===== config.mk =====
export PLATFORM = sky130hd
export DESIGN_NAME = mux_scan_ctrl
export DESIGN_NICKNAME = d
export VERILOG_FILES = /design/src/rtl/mux_scan_ctrl.sv
export SDC_FILE = /design/constraint.sdc
export NUM_CORES = 1
export LEC_CHECK = 0
export BUFFER_PORTS_ARGS = -buffer_cell sky130_fd_sc_hd__buf_4
export CORE_ASPECT_RATIO = 0.7
export CORE_MARGIN = 2
export CORE_UTILIZATION = 65
export DETAILED_ROUTE_END_ITERATION = 10
export PLACE_DENSITY = 0.87
export SYNTH_ARGS = -nofsm -noshare
export SYNTH_HDL_FRONTEND = slang
export SYNTH_SLANG_ARGS = --single-unit

===== constraint.sdc =====
create_clock -name CLK -period 8.1 [get_ports CLK]
set_input_delay 1.215 -clock CLK [delete_from_list [all_inputs] [get_ports CLK]]
set_output_delay 1.215 -clock CLK [all_outputs]
set_load 0.02 [all_outputs]

===== src/rtl/mux_scan_ctrl.sv =====
// Scans a 16:1 mux, keeps a shadow copy of each channel and raises sticky change flags / interrupt.
// Optional SCAN_DEBOUNCE_EN: a change must be seen on two consecutive sweeps before it is accepted.
module mux_scan_ctrl #(
  parameter int unsigned n     = 8,
  parameter int unsigned DWELL = 2
) (
  input  logic         CLK,
  input  logic         RST,
  input  logic         EN,
  output logic [3:0]   SEL,
  input  logic [n-1:0] D_IN,
  input  logic [3:0]   RD_ADDR,
  output logic [n-1:0] RD_DATA,
  output logic [15:0]  CHG_FLAGS,
  output logic         INTR,
  input  logic         INTR_ACK,
  output logic         SCAN_DONE
);

  localparam int unsigned NCH   = 16;
  localparam int unsigned CNT_W = 8;

  typedef enum logic [1:0] {IDLE, SETTLE, SAMPLE} state_t;

  state_t             state, state_nxt;
  logic [CNT_W-1:0]   cnt;
  logic [n-1:0]       shadow [NCH];
  logic [15:0]        flags_nxt;
  logic               sample_c;
  logic               cnt_clr_c;
  logic               done_nxt_c;
  logic               upd_c;

  // State register
  always_ff @(posedge CLK or posedge RST) begin
    if (RST) state <= IDLE;
    else     state <= state_nxt;
  end

  // Next state: once a channel starts settling it always completes its sample
  always_comb begin
    state_nxt = state;
    case (state)
      IDLE:    if (EN) state_nxt = SETTLE;
      SETTLE:  if (cnt == CNT_W'(DWELL - 1)) state_nxt = SAMPLE;
      SAMPLE:  state_nxt = EN ? SETTLE : IDLE;
      default: state_nxt = IDLE;
    endcase
  end

  // Decoded controls
  always_comb begin
    sample_c   = 1'b0;
    cnt_clr_c  = 1'b0;
    done_nxt_c = 1'b0;
    sample_c   = (state == SAMPLE);
    cnt_clr_c  = (state_nxt == SETTLE) && (state != SETTLE);
    done_nxt_c = (state_nxt == SAMPLE) && (SEL == 4'hF);
  end

`ifdef SCAN_DEBOUNCE_EN
  logic [n-1:0] cand [NCH];

  always_ff @(posedge CLK or posedge RST) begin
    if (RST) begin
      for (int i = 0; i < NCH; i++) cand[i] <= '0;
    end else if (sample_c) begin
      cand[SEL] <= D_IN;
    end
  end

  always_comb upd_c = sample_c && (D_IN == cand[SEL]) && (D_IN != shadow[SEL]);
`else
  always_comb upd_c = sample_c && (D_IN != shadow[SEL]);
`endif

  // Acknowledge clears everything, but a flag raised in the same cycle survives
  always_comb begin
    flags_nxt = INTR_ACK ? 16'h0000 : CHG_FLAGS;
    if (upd_c) flags_nxt[SEL] = 1'b1;
  end

  // Datapath registers
  always_ff @(posedge CLK or posedge RST) begin
    if (RST) begin
      cnt       <= '0;
      SEL       <= '0;
      CHG_FLAGS <= '0;
      INTR      <= 1'b0;
      SCAN_DONE <= 1'b0;
      for (int i = 0; i < NCH; i++) shadow[i] <= '0;
    end else begin
      if (cnt_clr_c)            cnt <= '0;
      else if (state == SETTLE) cnt <= cnt + CNT_W'(1);
      if (sample_c)             SEL <= SEL + 4'd1;
      if (upd_c)                shadow[SEL] <= D_IN;
      CHG_FLAGS <= flags_nxt;
      INTR      <= |CHG_FLAGS;
      SCAN_DONE <= done_nxt_c;
    end
  end

  assign RD_DATA = shadow[RD_ADDR];

endmodule


=== After elaboration in Yosys (flattened, before gate mapping) ===
Cells that the tools add are included.

* Register bits: 160
* Output and inout port bits: 30
* Logic and storage cells: 67
* Input bits: 16

* Reduce and logical (&&, ||, !) cells: 8
* $add $sub $neg: 2
* Magnitude comparators: 5
* Bitwise gates (word level): 3
* Equal/unequal tests: 8
* Muxes and demuxes: 19

{| class="wikitable"
|+ Operator list
! operator !! count
|-
| 128-bit bitwise mux || 1
|-
| 8-bit binary-select mux with 4-bit select || 2
|-
| 8-bit 2-to-1 mux || 7
|-
| 8-bit demux with 4-bit select || 1
|-
| 16-bit 2-to-1 mux || 2
|-
| 16-bit OR || 1
|-
| 16-bit OR reduction || 1
|-
| 5-bit greater-or-equal comparator, second input constant || 2
|-
| 4-bit NOT with 5-bit output || 2
|-
| 8-bit by 1-bit adder with 8-bit output, second input constant || 1
|-
| 8-bit by 1-bit == test with 1-bit output, second input constant || 1
|-
| 8-bit inequality test || 1
|-
| 2-bit one-hot mux with 3 select lines || 1
|-
| 1-bit logical AND || 5
|-
| 4-bit by 5-bit < comparator with 1-bit output, second input constant || 1
|-
| 5-bit by 1-bit < comparator with 1-bit output, second input constant || 1
|-
| 4-bit by 1-bit adder with 4-bit output, second input constant || 1
|-
| 1-bit demux with 4-bit select || 1
|-
| 2-bit by 1-bit == test with 1-bit output, second input constant || 2
|-
| 2-bit == test, second input constant || 2
|-
| 4-bit == test, second input constant || 1
|-
| 4-bit by 1-bit greater-or-equal comparator with 1-bit output, second input constant || 1
|-
| 2-bit 2-to-1 mux || 2
|-
| 2-bit logical NOT || 1
|-
| other kinds (3) || 4
|}

=== Longest topological paths before layout ===
Gate-level depths: netlist of the first run.

* Depth in word-level cells: 7
* Depth in mapped cells: 10
* Depth with buffers taken out: 7

=== Worst setup path after synthesis of the first run ===
Ideal clock, no wire load.

* Path type: input to output
* Start: input port RD_ADDR[1]
* End: output port RD_DATA[5]
* Arrival time: 3.073 ns
* Setup slack: 3.812 ns
* Path buffers: 3
* Data required time: 6.885 ns
* Cell stages on the path: 5
* Path through: clkbuf_1 clkbuf_1 clkbuf_1 mux4_2 mux4_2

* Longest elaborated chain between the ends: 4

{| class="wikitable"
|+ RTL lines
! item !! RTL line !! RTL
|-
| start, declared || 12 || <nowiki>input logic [3:0] RD_ADDR,</nowiki>
|-
| 4-bit NOT with 5-bit output (not written as such) || 103 || <nowiki>assign RD_DATA = shadow[RD_ADDR];</nowiki>
|-
| 8-bit binary-select mux with 4-bit select || 103 ||
|-
| 8-bit 2-to-1 mux (not written as such) (2 in a row) || 103 ||
|-
| end, declared || 13 || <nowiki>output logic [n-1:0] RD_DATA,</nowiki>
|}

Every way passes these cells. The select of a mux whose other input is x is not followed.

=== Worst setup path after layout of the first run ===
* Start: register SEL[0]
* End: register shadow[1] (netlist bit)

* Longest elaborated chain between the ends: 6
* Elaborated cells between the ends (all ways): 12
* Those cells by class: order compare (2); eq/ne (1); mux (6); bitwise (1); reduce/logical (2)

{| class="wikitable"
|+ RTL lines
! item !! RTL line !! RTL
|-
| start, declared || 10 || <nowiki>output logic [3:0] SEL,</nowiki>
|-
| start signal, assigned || 95 || <nowiki>if (sample_c) SEL <= SEL + 4'd1;</nowiki>
|-
| 4-bit NOT with 5-bit output (not written as such) * || 74, 96 ||
|-
| 8-bit binary-select mux with 4-bit select (tied with other cells) || 74 || <nowiki>always_comb upd_c = sample_c && (D_IN != shadow[SEL]);</nowiki>
|-
| 8-bit 2-to-1 mux (not written as such) / 1-bit logical AND (equally long branches) || 74, 96 ||
|-
| 8-bit 2-to-1 mux, on equally long branches || 74, 96 ||
|-
| 8-bit inequality test / 8-bit demux with 4-bit select (equally long branches) || 74, 96 ||
|-
| 1-bit logical AND / 128-bit bitwise mux (equally long branches) || 74, 96 ||
|-
| end signal, assigned by index || 96 || <nowiki>if (upd_c) shadow[SEL] <= D_IN;</nowiki>
|-
| end, declared || 27 || <nowiki>logic [n-1:0] shadow [NCH];</nowiki>
|}

Every way passes the cells marked *; elsewhere a longest branch is shown, timed or not. The select of a mux whose other input is x is not followed.
A chain may end at the register's enable or synchronous reset.

==> results of run 1 <==
[flip-flops by register name, indices dropped and copies added, names as in the netlist]
name,cells
shadow,128
CHG_FLAGS,16
cnt,8
SEL,4
state,2
INTR,1
SCAN_DONE,1
[critical path, cell delays in order (launching register included)]
cell      delay, ps
dfrtp_2         630
buf_4           470
mux4_1          610
a22o_1          250
a221oi_2        230
xor2_1          280
nand4_4         470
o21ai_2         880
mux2_2          420
[cells by family (layout without fill, tap and decap cells)]
group	count (synthesis)	after routing	share of synthesized area, %
adder cells (fa/ha/maj)	6	6	0.872
multiplexers	212	212	38.8
flip-flops	160	160	46.5
AO/OA/AOI/OAI	48	48	4.94
XOR/XNOR	16	16	1.63
AND/OR/NAND/NOR	68	68	4.03
buffers and inverters	61	101	3.27
[where the power goes]
group          total [W]  switching [W]  internal (W)
logic           0.000487       0.000262      0.000225
clock network   0.000764       0.000361      0.000402
registers       0.000957      0.0000917      0.000865
[worst max path at each step]
stage                    to  slack, ps  depth (start not counted)
2_1_floorplan  CHG_FLAGS[0]       2570                          1
5_1_grt           shadow[5]       3510                          8
3_5_place_dp      shadow[1]       3800                          8
3_3_place_gp     RD_DATA[4]       3880                          4
4_1_cts           shadow[1]       3740                          8
6_report          shadow[1]       3720                          8
[cells in the final DEF, fill, tap and decap left out, drive strengths merged, types with 3 or more instances in the layout]
cell type	count
nand3	6
nand4	6
buf	49
dfrtp	160
clkinv	5
nand2b	7
clkbuf	17
nor2	23
inv	30
mux2i	12
xor2	7
nor2b	4
o21ai	39
nor4	5
ha	6
nand2	12
a221oi	3
mux2	128
mux4	72
xnor2	9
a22o	3
[per-stage QoR]
| step | cell area (sq um) | setup WS [ps] |
|---|---|---|
| detailed placement | 8980 | 3800 |
| finish | 9530 | 3720 |
| global placement | 8980 | 3880 |
| CTS | 9530 | 3740 |
| global route | 9530 | 3510 |
| floorplan | 8610 | 2570 |
[area by class of cell]
type | instances | area, sq um
Clock buffer | 17 | 425
Clock inverter | 15 | 121
Fill cell | 796 | 3520
Inverter | 20 | 80.1
Multi-Input combinational cell | 350 | 4320
Sequential cell | 160 | 4010
Tap cell | 166 | 208
Timing Repair Buffer | 49 | 368
[per-layer routing]
metal / part of all wire [%] / vias to the layer above / GRT usage [%]
li1: - / 2216 / -
met5: 0 / - / 0
met2: 48 / 279 / 49.7
met1: 41 / 2826 / 44.2
met4: 2.5 / 0 / 11.5
met3: 8.7 / 44 / 8.83
==> impl_table.tex, run 1 <==
\begin{tabular}{lr}
\hline
Metric & Value \\
\hline
\multicolumn{2}{l}{\textbf{Worst setup path}} \\
CP startpoint kind & flop \\
Worst Path Class, Setup & reg -> reg \\
Reg-to-reg startpoint & SEL[0] \\
Startpoint of the most critical setup path & SEL[0] \\
Worst setup slack for register-to-register paths & around 3700 ps \\
Worst setup EP type & flop \\
Crit path required time & between 8000 and 9000 ps \\
Crit Path Max Fanout & 25 \\
Destination of the worst register-to-register timing path & shadow[1] \\
Logic depth of the worst register-to-register path & 8 \\
CP Data Arrival Time & around 4700 ps \\
\multicolumn{2}{l}{\textbf{Drt}} \\
Number of iterations in the first detailed-routing pass & 5 \\
Mean routed wirelength per cell & $\sim$27 um \\
Post-detailed-route via-to-cell ratio & approximately 6.9 \\
Number of design-rule violations left by the first detailed-router iteration & between 400 and 500 \\
Detailed-route DRC error count & 0 \\
Via count of the routed design & roughly 5,400 \\
Wire length after detailed routing & about 21,000 um \\
Remaining number of nets flagged by the antenna check after routing & 0 \\
\multicolumn{2}{l}{\textbf{Worst hold path}} \\
Hold Path End & shadow[111] \\
Min-delay src & shadow[111] \\
Worst min-delay path category & reg -> reg \\
Hold depth & 1 \\
\multicolumn{2}{l}{\textbf{Pwr}} \\
Total power draw & around 0.0022 W \\
LEAKAGE & around 4.5 nW \\
Power density over the cells & approximately 230 nW/um\^{}2 \\
Peak ir drop on the vdd network & 0.000177 V \\
\multicolumn{2}{l}{\textbf{Yosys}} \\
Fraction of post-synthesis cell area in the top cell type by area & 46.5\% \\
Library cell with the highest instance count after synthesis & dfrtp\_1 \\
Fraction of the yosys area taken by sequential cells & between 40 and 50\% \\
Synthesized Nets & slightly below 600 \\
Post-synth top cells & 160 x dfrtp\_1, 96 x mux2\_2, 63 x mux4\_2, 32 x mux2\_4 \\
Post-synth design cell area & between 8000 and 9000 sq um \\
Mean instance size in the synthesized netlist & 15.1 sq um \\
Share of synthesized flip-flops with an asynchronous set or reset & between 90\% and 100\% \\
Yosys warning count & 0 \\
Largest cells by area after synthesis & dfrtp\_1 47\%, mux4\_2 16\%, mux2\_2 13\%, mux2\_4 5.6\%, mux4\_1 2.7\% \\
Most instantiated flip-flop cell in the synthesis netlist & dfrtp\_1 \\
EDFF count, synth & 0 \\
Synthesized flop and latch total & 160 \\
Synth Instances & between 500 and 600 \\
Distinct cell type count of the synthesized netlist & 39 \\
Cell type with the highest aggregate area in the netlist & dfrtp\_1 \\
\multicolumn{2}{l}{\textbf{Floorplanning}} \\
Initial Utilization & roughly 66\% \\
Placeable core region & roughly 13,000 sq um \\
Die ar. & approximately 14,000 sq um \\
Site Rows & 35 \\
Horizontal die dimension & 142 um \\
I/O pin count & between 40 and 50 \\
Die boundary height & 100 um \\
\multicolumn{2}{l}{\textbf{STA}} \\
Hold Violations, Final & 0 \\
Max Fclk & around 230 MHz \\
Worst hold slack across all endpoints & around 530 ps \\
Unrepaired setup endpoints after global routing & false \\
Slew at the pin closest to its max-slew limit & around 1000 ps \\
Final clock skew & approximately 11 ps \\
Slew headroom & between 30\% and 40\% \\
Post-route setup TNS & 0 ps \\
Post-layout min period & between 4000 and 5000 ps \\
Final setup fails & 0 \\
Period utilisation layout & between 50\% and 60\% \\
Slew Limit Fails & 0 \\
\multicolumn{2}{l}{\textbf{Clock tree}} \\
Number of post-CTS setup repair buffers & 0 \\
Number of clock buffers inserted by TritonCTS & 17 \\
Hold bufs inserted after CTS & 0 \\
CTS root buf & clkbuf\_16 \\
Clock net sink count & 160 \\
H-Tree Level Count & 4 \\
CTS max path bufs & 2 \\
Clock slew seen by the registers of the worst setup and hold paths & 70 ps \\
CTS tree & done \\
Clock latency reported for the late side of the worst-skew pair & roughly 430 ps \\
Resized Gates After CTS & 0 \\
\multicolumn{2}{l}{\textbf{Cells and area}} \\
Final standard cell count with taps included and fillers excluded & $\sim$780 \\
Layout net count & 620 \\
Antenna diodes & 0 \\
Share of the core filled with cells in the final layout & between 70\% and 80\% \\
Layout cells sized above 1 & 48.3\% \\
Area added between synthesis and finish & 10.7\% \\
\multicolumn{2}{l}{\textbf{Placed design}} \\
Number of buffers inserted by port buffering & 45 \\
Detailed-placement wirelength estimate & 13,000 um \\
Placed instance count & 745 \\
Final Wtd Congestion & 0.815 \\
\multicolumn{2}{l}{\textbf{Global route}} \\
Tot GR Track Use & about a third \\
Number of global-route vias before repair & 5,671 \\
Maximum number of pins on one net before global-route repair & 84 \\
Total grt overflow & 0 \\
Antenna violations before repair & 0 \\
First-pass GRT wire length & 32,900 um \\
\multicolumn{2}{l}{\textbf{Job}} \\
Max-cap viol count & 0 \\
\multicolumn{2}{l}{\textbf{Status}} \\
Run status & finished, final reports clean \\
\hline
\end{tabular}
Note: power is estimated with default switching activity, not from simulation.
==> run 2: changes to the inputs <==
--- a/config.mk
+++ b/config.mk
@@ -8,9 +8,9 @@
 export BUFFER_PORTS_ARGS = -buffer_cell sky130_fd_sc_hd__buf_4
 export CORE_ASPECT_RATIO = 0.7
 export CORE_MARGIN = 2
-export CORE_UTILIZATION = 65
+export CORE_UTILIZATION = 62
 export DETAILED_ROUTE_END_ITERATION = 10
-export PLACE_DENSITY = 0.87
+export PLACE_DENSITY = 0.84
 export SYNTH_ARGS = -nofsm -noshare
 export SYNTH_HDL_FRONTEND = slang
 export SYNTH_SLANG_ARGS = --single-unit
==> constraint.sdc (replaced) <==
create_clock -name CLK -period 4.29 [get_ports CLK]
set_input_delay 0.6435 -clock CLK [delete_from_list [all_inputs] [get_ports CLK]]
set_output_delay 0.6435 -clock CLK [all_outputs]
set_load 0.02 [all_outputs]
==> run 2 against run 1 <==
  * Fmax is 15% higher
  * Power is 94% higher
  * Worst hold slack got worse by 89 ps
  * Utilization is 0.53 points lower
  * Sequential share of layout area shrank 0.66 points
  * Routed wire length rose by 2.5%
  * Sequential cell count unchanged
  * Count of clock-buffer cells in the layout increased by 1
  * Clock skew grew 6.3 ps
  * Sequential power up 89%
  * Combinational power grew 92%
  * Critical endpoint is now shadow[80]
  * Largest power group unchanged
  * Highest routed layer unchanged
==> impl_table.tex, run 2 (synthesis results as in run 1) <==
\begin{tabular}{lr}
\hline
Metric & Value \\
\hline
\multicolumn{2}{l}{\textbf{Status}} \\
Run status & finished, final reports clean \\
\multicolumn{2}{l}{\textbf{Cells and area}} \\
Number of flip-flops under the largest register name & 128 (unchanged) \\
Registers with the highest flip-flop counts & shadow: 128 flops, CHG\_FLAGS: 16 flops, cnt: 8 flops \\
Layout cells sized above 1 & 48.8\% (+0.51 points) \\
Leading cell types in the layout, fill and taps excluded & 159 x dfrtp\_1, 96 x mux2\_2, 63 x mux4\_2 \\
Count of filler cells inserted in the layout & 839 (+5.4\%) \\
Commonest non-fill, non-tap cell in the layout & dfrtp\_1 \\
Area added between synthesis and finish & 12.5\% \\
Antenna diodes & 0 (unchanged) \\
Register with the most flip-flops & shadow \\
Area used by multi-input combinational logic & 4340 sq um (+0.26\%) \\
Storage cell area & 4010 sq um (unchanged) \\
Layout net count & 628 (+1.3\%) \\
Final standard cell count with taps included and fillers excluded & 804 (+3.5\%) \\
\multicolumn{2}{l}{\textbf{STA}} \\
Final clock skew & 16.9 ps (+6.28 ps) \\
Worst hold slack across all endpoints & 439 ps (-88.9 ps) \\
Unrepaired setup endpoints after global routing & false \\
Final setup fails & 0 (unchanged) \\
Hold Violations, Final & 0 (unchanged) \\
Post-route setup TNS & 0 ps (unchanged) \\
Slew at the pin closest to its max-slew limit & 953 ps (-93.2 ps) \\
Post-layout min period & 3800 ps (-587 ps) \\
Crit path setup slack, layout & 494 ps (-3220 ps) \\
Max Fclk & 263 MHz (+15\%) \\
Period utilisation layout & 88.5\% (+34 points) \\
Slew headroom & 36.2\% (+6.0 points) \\
Slew Limit Fails & 0 (unchanged) \\
\multicolumn{2}{l}{\textbf{Pwr}} \\
LEAKAGE & 4.54 nW (+1.2\%) \\
Peak ir drop on the vdd network & 0.000277 V (+56\%) \\
Total power draw & 0.00428 W (+94\%) \\
Power density over the cells & 442 nW/um\^{}2 (+91\%) \\
\multicolumn{2}{l}{\textbf{Worst setup path}} \\
Worst Path Class, Setup & reg -> reg \\
Destination of the worst register-to-register timing path & shadow[80] \\
CP Data Arrival Time & 4110 ps (-580 ps) \\
Buffering stage count on the worst path with inverters included & 0 (-1) \\
Crit Path Max Fanout & 17 (-32\%) \\
Worst setup slack for register-to-register paths & 490 ps (-3220 ps) \\
Crit path required time & 4610 ps (-3800 ps) \\
Cell with the largest stage delay on the worst path & o21ai\_4 \\
Top Family by Delay on Critical Path & compound AO/OA/AOI/OAI gates \\
Logic depth of the worst register-to-register path & 7 (-1) \\
CP startpoint kind & flop \\
Reg-to-reg startpoint & SEL[0] \\
Startpoint of the most critical setup path & SEL[0] \\
Worst setup EP type & flop \\
Cell Chain, Critical Path & mux4\_2 -> a22o\_1 -> a221oi\_1 -> xor2\_1 -> nand4\_4 -> o21ai\_4 -> mux2\_4 \\
Worst setup endpoint & shadow[80] \\
Total number of cells along the worst setup path & 7 (-1) \\
Critical Path Max Stage Delay & 760 ps (-120 ps) \\
\multicolumn{2}{l}{\textbf{Floorplanning}} \\
I/O pin count & 46 (unchanged) \\
Horizontal die dimension & 145 um (+2.3\%) \\
Die ar. & 14,900 sq um (+4.7\%) \\
Initial Utilization & 64.5\% (-1.5 points) \\
Site Rows & 35 (unchanged) \\
Die boundary height & 103 um (+2.3\%) \\
Placeable core region & 13,400 sq um (+2.3\%) \\
\multicolumn{2}{l}{\textbf{Drt}} \\
Via count of the routed design & 5,440 (+1.4\%) \\
Routed length on met1 & 9270 um (+6.9\%) \\
Post-detailed-route via-to-cell ratio & 6.77 (-2.0\%) \\
Routed wire length on met2 & 10,200 um (+1.5\%) \\
Routed wl met3 & 1760 um (-3.5\%) \\
Number of iterations in the first detailed-routing pass & 6 (+1) \\
Mean routed wirelength per cell & 26.9 um (-0.91\%) \\
Highest routed layer & met4 \\
Detailed-route DRC error count & 0 (unchanged) \\
Remaining number of nets flagged by the antenna check after routing & 0 (unchanged) \\
Wire length after detailed routing & 21,600 um (+2.5\%) \\
Number of design-rule violations left by the first detailed-router iteration & 541 (+25\%) \\
\multicolumn{2}{l}{\textbf{Global route}} \\
Tot GR Track Use & 31.9\% (-0.042 points) \\
First-pass GRT wire length & 34,200 um (+4.1\%) \\
Number of global-route vias before repair & 5,777 (+1.9\%) \\
Total grt overflow & 0 (unchanged) \\
Antenna violations before repair & 0 (unchanged) \\
Maximum number of pins on one net before global-route repair & 161 (+92\%) \\
\multicolumn{2}{l}{\textbf{Clock tree}} \\
Number of clock buffers inserted by TritonCTS & 17 (unchanged) \\
CTS max path bufs & 2 (unchanged) \\
Clock net sink count & 160 (unchanged) \\
Clock latency reported for the late side of the worst-skew pair & 430 ps (about the same) \\
Number of post-CTS setup repair buffers & 0 (unchanged) \\
Hold bufs inserted after CTS & 0 (unchanged) \\
CTS tree & done \\
Resized Gates After CTS & 0 (unchanged) \\
Clock slew seen by the registers of the worst setup and hold paths & 70 ps (about the same) \\
CTS root buf & clkbuf\_16 \\
H-Tree Level Count & 4 (unchanged) \\
\multicolumn{2}{l}{\textbf{Placed design}} \\
Number of buffers inserted by port buffering & 45 (unchanged) \\
Final Wtd Congestion & 0.872 (+7.0\%) \\
Detailed-placement wirelength estimate & 13,400 um (+3.0\%) \\
DP Worst Slack & 493 ps (-3300 ps) \\
Placed instance count & 772 (+3.6\%) \\
\multicolumn{2}{l}{\textbf{Worst hold path}} \\
Worst min-delay path category & in -> async \\
\multicolumn{2}{l}{\textbf{Job}} \\
Max-cap viol count & 0 (unchanged) \\
\hline
\end{tabular}
## run 2: cell count changes in the layout (fill, tap and decap cells not counted), moves of 2 or more
cell        delta
buf_4          +6
buf_12         +2
clkinvlp_4     +2
inv_6          -3
bufinv_16      +2
## run 2: metal layers
| metal | GRT usage (%) | vias up |
|---|---|---|
| met5 | 0 | - |
| met4 | 9.56 | 0 |
| met1 | 45.9 | 2903 |
| met3 | 8.31 | 32 |
| li1 | - | 2235 |
| met2 | 48.9 | 270 |
## run 2: where the power goes
group | total, W | internal, W | leakage [nW] | switching (W)
Sequential | 0.00181 | 0.00163 | 2.21 | 0.000176
Clock | 0.00154 | 0.000868 | 0.288 | 0.000668
Combinational | 0.000936 | 0.000443 | 2.04 | 0.000492
## run 2: worst min-delay path by stage
stage / to / startpoint
finish: CHG_FLAGS[10] / RST
detailed placement: cnt[6] / cnt[6]
global route: CHG_FLAGS[11] / RST
CTS: CHG_FLAGS[11] / RST
floorplan: cnt[6] / cnt[6]
global placement: cnt[6] / cnt[6]
## run 2: final cells by class
type / instances / share of cell area [%]
clock buffers: 18 / 4.43
clock inverters: 14 / 1.56
inverters: 20 / 0.814
multi-input cells: 350 / 44.8
flip-flops and latches: 160 / 41.4
well taps: 185 / 2.39
repair buffers: 57 / 4.68
## run 2: worst reg2reg max path: stages (launching register included)
cell	delay [ps]
dfrtp_2	740
mux4_2	590
a22o_1	240
a221oi_1	250
xor2_1	290
nand4_4	460
o21ai_4	770
mux2_4	360
## run 2: per-stage QoR
stage	util (%)	cell area (sq um)
floorplan	-	8610
global placement	68.2	9100
detailed placement	68.2	9100
CTS	72.5	9680
global route	72.5	9680
finish	72.5	9680
